### config.mk
export PLATFORM = sky130hd
export DESIGN_NAME = piso_serializer
export DESIGN_NICKNAME = d
export VERILOG_FILES = /design/src/rtl/piso_pkg.sv /design/src/rtl/piso_serializer.sv
export SDC_FILE = /design/constraint.sdc
export NUM_CORES = 1
export LEC_CHECK = 0
export CAP_MARGIN = 10
export CORE_AREA = 4 4 41 43
export CTS_BUF_LIST = sky130_fd_sc_hd__clkbuf_16
export CTS_CLUSTER_DIAMETER = 40
export DETAILED_ROUTE_END_ITERATION = 8
export DIE_AREA = 0 0 45 47
export DONT_BUFFER_PORTS = 1
export GPL_TIMING_DRIVEN = 0
export PLACE_DENSITY = 0.8
export SLEW_MARGIN = 5
export SYNTH_ARGS = -nofsm -noshare
export SYNTH_HDL_FRONTEND = slang
export SYNTH_SLANG_ARGS = --single-unit
### constraint.sdc
create_clock -name clk -period 1.85 [get_ports clk]
set_input_delay 0.2775 -clock clk [delete_from_list [all_inputs] [get_ports clk]]
set_output_delay 0.2775 -clock clk [all_outputs]
set_load 0.03 [all_outputs]
### src/rtl/piso_pkg.sv
// Shared types and sizing helpers for the parallel-in / serial-out serializer.
package piso_pkg;

  // Two-state control: nothing held, or a word being shifted out.
  typedef enum logic {
    IDLE  = 1'b0,
    SHIFT = 1'b1
  } state_t;

  // Bits needed by the position counter; guarded so the bad-WIDTH path
  // still elaborates far enough to report a readable error.
  function automatic int cnt_width(input int width);
    return (width < 2) ? 1 : $clog2(width);
  endfunction

endpackage

### src/rtl/piso_serializer.sv
// Parallel-in / serial-out serializer with valid/ready handshakes on both sides.
// The first bit of a word is presented on dout directly from the load, so the
// shift register only needs to hold the remaining WIDTH-1 bits.
module piso_serializer
  import piso_pkg::*;
#(
  parameter int WIDTH     = 8,
  parameter int MSB_FIRST = 1
) (
  input  logic             clk,
  input  logic             rst,
  input  logic             load_valid,
  output logic             load_ready,
  input  logic [WIDTH-1:0] d,
  output logic             dout,
  output logic             dout_valid,
  input  logic             s_ready,
  output logic             last
);

  localparam int             CW       = cnt_width(WIDTH);
  localparam logic [CW-1:0]  CNT_LAST = CW'(WIDTH - 1);

  // Refuse to build a serializer narrower than two bits.
  generate
    if (WIDTH < 2) begin : g_width_check
      $error("piso_serializer: WIDTH must be at least 2");
    end
  endgenerate

  state_t           state_q, state_d;
  logic [WIDTH-1:0] shreg_q, shreg_d;
  logic [CW-1:0]    cnt_q, cnt_d;
  logic             dout_q, dout_d;
  logic             last_q, last_d;
  logic             valid_q, valid_d;
  logic             word_xfer;
  logic             bit_xfer;

  // A new word may enter when idle, or when the final bit leaves this cycle.
  // Held low during reset so no word is accepted while rst is asserted.
  assign load_ready = !rst && ((state_q == IDLE) || (last_q && s_ready));
  assign word_xfer  = load_valid && load_ready;
  assign bit_xfer   = valid_q && s_ready;

  assign dout       = dout_q;
  assign dout_valid = valid_q;
  assign last       = last_q;

  // Next-state logic: a load wins over the last-bit retire so back-to-back
  // words stream with no idle gap.
  always_comb begin
    state_d = state_q;
    shreg_d = shreg_q;
    cnt_d   = cnt_q;
    dout_d  = dout_q;
    last_d  = last_q;
    valid_d = valid_q;
    if (word_xfer) begin
      state_d = SHIFT;
      valid_d = 1'b1;
      cnt_d   = '0;
      last_d  = 1'b0;
      if (MSB_FIRST != 0) begin
        dout_d  = d[WIDTH-1];
        shreg_d = d << 1;
      end else begin
        dout_d  = d[0];
        shreg_d = d >> 1;
      end
    end else if (bit_xfer) begin
      if (last_q) begin
        state_d = IDLE;
        valid_d = 1'b0;
        dout_d  = 1'b0;
        last_d  = 1'b0;
        cnt_d   = '0;
        shreg_d = '0;
      end else begin
        cnt_d  = cnt_q + 1'b1;
        last_d = ((cnt_q + 1'b1) == CNT_LAST);
        if (MSB_FIRST != 0) begin
          dout_d  = shreg_q[WIDTH-1];
          shreg_d = shreg_q << 1;
        end else begin
          dout_d  = shreg_q[0];
          shreg_d = shreg_q >> 1;
        end
      end
    end
  end

  // State and output registers; reset drops any partially sent word.
  always_ff @(posedge clk or posedge rst) begin
    if (rst) begin
      state_q <= IDLE;
      shreg_q <= '0;
      cnt_q   <= '0;
      dout_q  <= 1'b0;
      last_q  <= 1'b0;
      valid_q <= 1'b0;
    end else begin
      state_q <= state_d;
      shreg_q <= shreg_d;
      cnt_q   <= cnt_d;
      dout_q  <= dout_d;
      last_q  <= last_d;
      valid_q <= valid_d;
    end
  end

endmodule

==> results.txt <==
- Status: finished, final reports clean
* Finish-stage setup viols: 0
- Routability-driven placement finished with a final weighted congestion of 0.749.
- Clock latency on the worst-skew pair, taken at its later pin, is 0.24 ns.
- For the pin with the worst max-slew slack, the measured transition is 0.577 ns.
- The detail route stage leaves a number of antenna-violating nets equal to 0.
- In this run the deepest clock path goes through 2 buffers.
- The synthesized design contains 0 enable-type register cells.
- Summed over all cells, the static leakage comes to 0.000408 uW.
- The biggest area contributor in the post-synthesis netlist is dfrtp_1.
- Once the floorplan was initialized, standard cells occupied 57.4% of the core.
- The tree built by TritonCTS fans out to 13 sinks.
- TritonCTS clock tree: built
- Post-synthesis cell count: 70
- Number of flip-flops and latches in the synthesized netlist: 13
- In the synthesized netlist the dominant register cell turns out to be dfrtp_1.
* DRC violation count after routing: 0
- The most common cell in the synthesized netlist is dfrtp_1.
* Std-Cell Rows: 13
- Wire length after detailed routing: 1370 um
- The net count of the finished layout is 90.
* Worst-path clk slew: 0.04 ns
* Post-detailed-route wirelength per cell: 15.2 um
- By count the netlist is led by dfrtp_1 (13), a21oi_1 (11), inv_1 (10).
* Highest clock rate: 0.579 GHz
- Root Driver: clkbuf_16
- Net count of the mapped netlist: 84
- Overall Global Routing Usage: 15.5%
- For this run, the detailed router's first-pass iteration total came to 4.
- DRT iter0 DRCs: 14
- The final route contains 507 vias.
* Core occupancy in the finished layout: 65.9%
- Number of global-route vias before repair: 498
- The number of antenna violations at the first check in global routing is 0.
* RSZ-0062 raised after global routing: no
* Crit path required time: 1.57 ns
- Of all flip-flops after synthesis, the portion carrying an async set or reset was 100%.
- Cell Pwr Density: 1600 nW/um2
- Once routing completed, OpenROAD measured the worst setup slack at 0.122 ns.
- STA classifies the critical path startpoint as a flip-flop.
* Sequential fraction of the synthesis area: 43.6%
* Synth area leaders: dfrtp_1 (44%), mux2i_1 (11%), a21oi_1 (7.4%), and4b_1 (6.7%), inv_1 (5.0%)
- Timing analysis after detailed placement gives a worst setup slack of 0.176 ns.
* Max-Cap Viols: 0
- Number of port buffers: 0
* Largest driver fanout on the critical path: 10
- The worst path needs 1.73 ns of the cycle, external delays included.
* DPL Wire Length: 874 um
- STA classifies the critical path endpoint as an output port.
* Top-level I/O count: 16
* Full die area: 2120 um2
- In this run, distinct cell masters in the synthesized netlist total 22.
- Top-area cell type share of the netlist area: 43.6%
* Netlist area before placement: 747 um2
- Area of the core: 1300 um2
- The floorplan step set the die height to 47 um.
* Layout Skew: 0.00158 ns
- Compared with the post-synthesis result, the final layout area differs by 14.7%.
* Die X-Extent: 45 um
- Largest net degree at the start of global routing: 14
- The final number of hold-violating endpoints is 0.
- Average footprint of a synthesized cell: 10.7 um2
- Type of the tightest min-delay check: input port to flip-flop
* Overall overflow remaining after global route: 0
- The first global-routing pass estimated 2270 um of wire.
- Clock buffer count from CTS: 3
- Headroom to the max-slew limit came out at 61.5%.
- Fin. max-slew vios: 0
* H-tree lvl count: 1
- Setup total negative slack on the finished layout was measured at 0 ns.
- Antenna cell count: 0
- Dividing the detail-routed via count by the number of cells gives 5.63.
- At the worst endpoint, the arrival time is 1.45 ns.
* Fraction of layout cells with a size suffix above 1: 16.0%
- Ratio of final minimum period to clock period: 93.4%
* Worst setup path class: flip-flop to output port
* Number of warnings printed during yosys synthesis: 0
- Highest ir drop seen on vdd: 749 uV
-- per-stage QoR --
step | cells | hold slack (ns) | instance area [um2] | power, uW
2_1_floorplan | 70 | 0.154 | 747 | 882
3_3_place_gp | 85 | 0.225 | 766 | 952
3_5_place_dp | 85 | 0.224 | 766 | 965
4_1_cts | 90 | 0.164 | 857 | 1380
5_1_grt | 90 | 0.167 | 857 | 1460
6_report | 90 | 0.165 | 857 | 1370
-- logic make-up after synthesis --
group / share of synthesized area (%)
buffers and inverters: 8.21
and+or+nand+nor: 22.9
adders and majority gates: 3.35
DFF: 43.6
xor gates and xnor gates: 1.17
AOI/OAI and AO/OA: 10.0
muxes: 10.7
-- worst paths after layout --
check | from | to | slack (ns) | depth (start not counted)
min reg2reg | shreg_q[1] | shreg_q[1] | 0.53 | 2
min | d[6] | shreg_q[7] | 0.17 | 2
max in group asynchronous | rst | shreg_q[7] | 1.01 | 2
max | dout_valid | load_ready | 0.12 | 2
max reg2reg | dout_valid | dout | 0.16 | 4
min in group asynchronous | rst | last | 0.51 | 2
-- critical path, stage by stage (launching register included) --
cell,delay (ns)
dfrtp_1,0.59
a21boi_2,0.30
nor2_2,0.32
-- cell usage in the layout (no fill, tap or decap), drive strengths merged --
cell         synthesis  routed
a21boi               1       1
a21oi               12      12
and4b                7       7
buf                  1       1
clkbuf               1       4
dfrtp               13      13
dlygate4sd1          1       1
dlygate4sd3          0       1
ha                   2       2
inv                 10      11
mux2i                8       8
nand2                5       5
nor2                 1       1
nor3b                2       2
or2                  1       1
or3                  2       2
or4b                 2       2
xnor2                1       1
-- metal layers --
layer  vias to the layer above  GRT usage, %  share of wire, %  wire length (um)
li1                        255             -                 -                 -
met1                       231          19.4                50               690
met2                        19          22.3                41               564
met3                         2          6.51               6.6                91
met4                         0          8.77               1.8                25
met5                         -             0                 0                 0
-- repair_timing --
item / in CTS / in global routing
hold buffers: 1 / 0
setup buffers: 0 / 0
gates resized for setup: 1 / 0
endpoints found under the hold margin: 13 / 0
setup endpoints to repair: 1 / 0
-- where the power goes --
group	total, uW	switching, uW	internal (uW)
clock	397	113	284
sequential	561	162	399
combinational	412	209	203
-- flip-flops by register name, summed over array words and instances (netlist names) --
signal	count
shreg_q	7
cnt_q	3
dout	1
dout_valid	1
last	1
-- final cells by class --
type | instances | area (um2)
Tap cell | 15 | 18.8
Clock inverter | 1 | 3.75
Buffer | 3 | 23.8
Inverter | 10 | 37.5
Fill cell | 104 | 444
Multi-Input combinational cell | 44 | 363
Timing Repair Buffer | 1 | 10.0
Sequential cell | 13 | 325
Clock buffer | 3 | 75.1
Note: power is estimated with default switching activity, not from simulation.
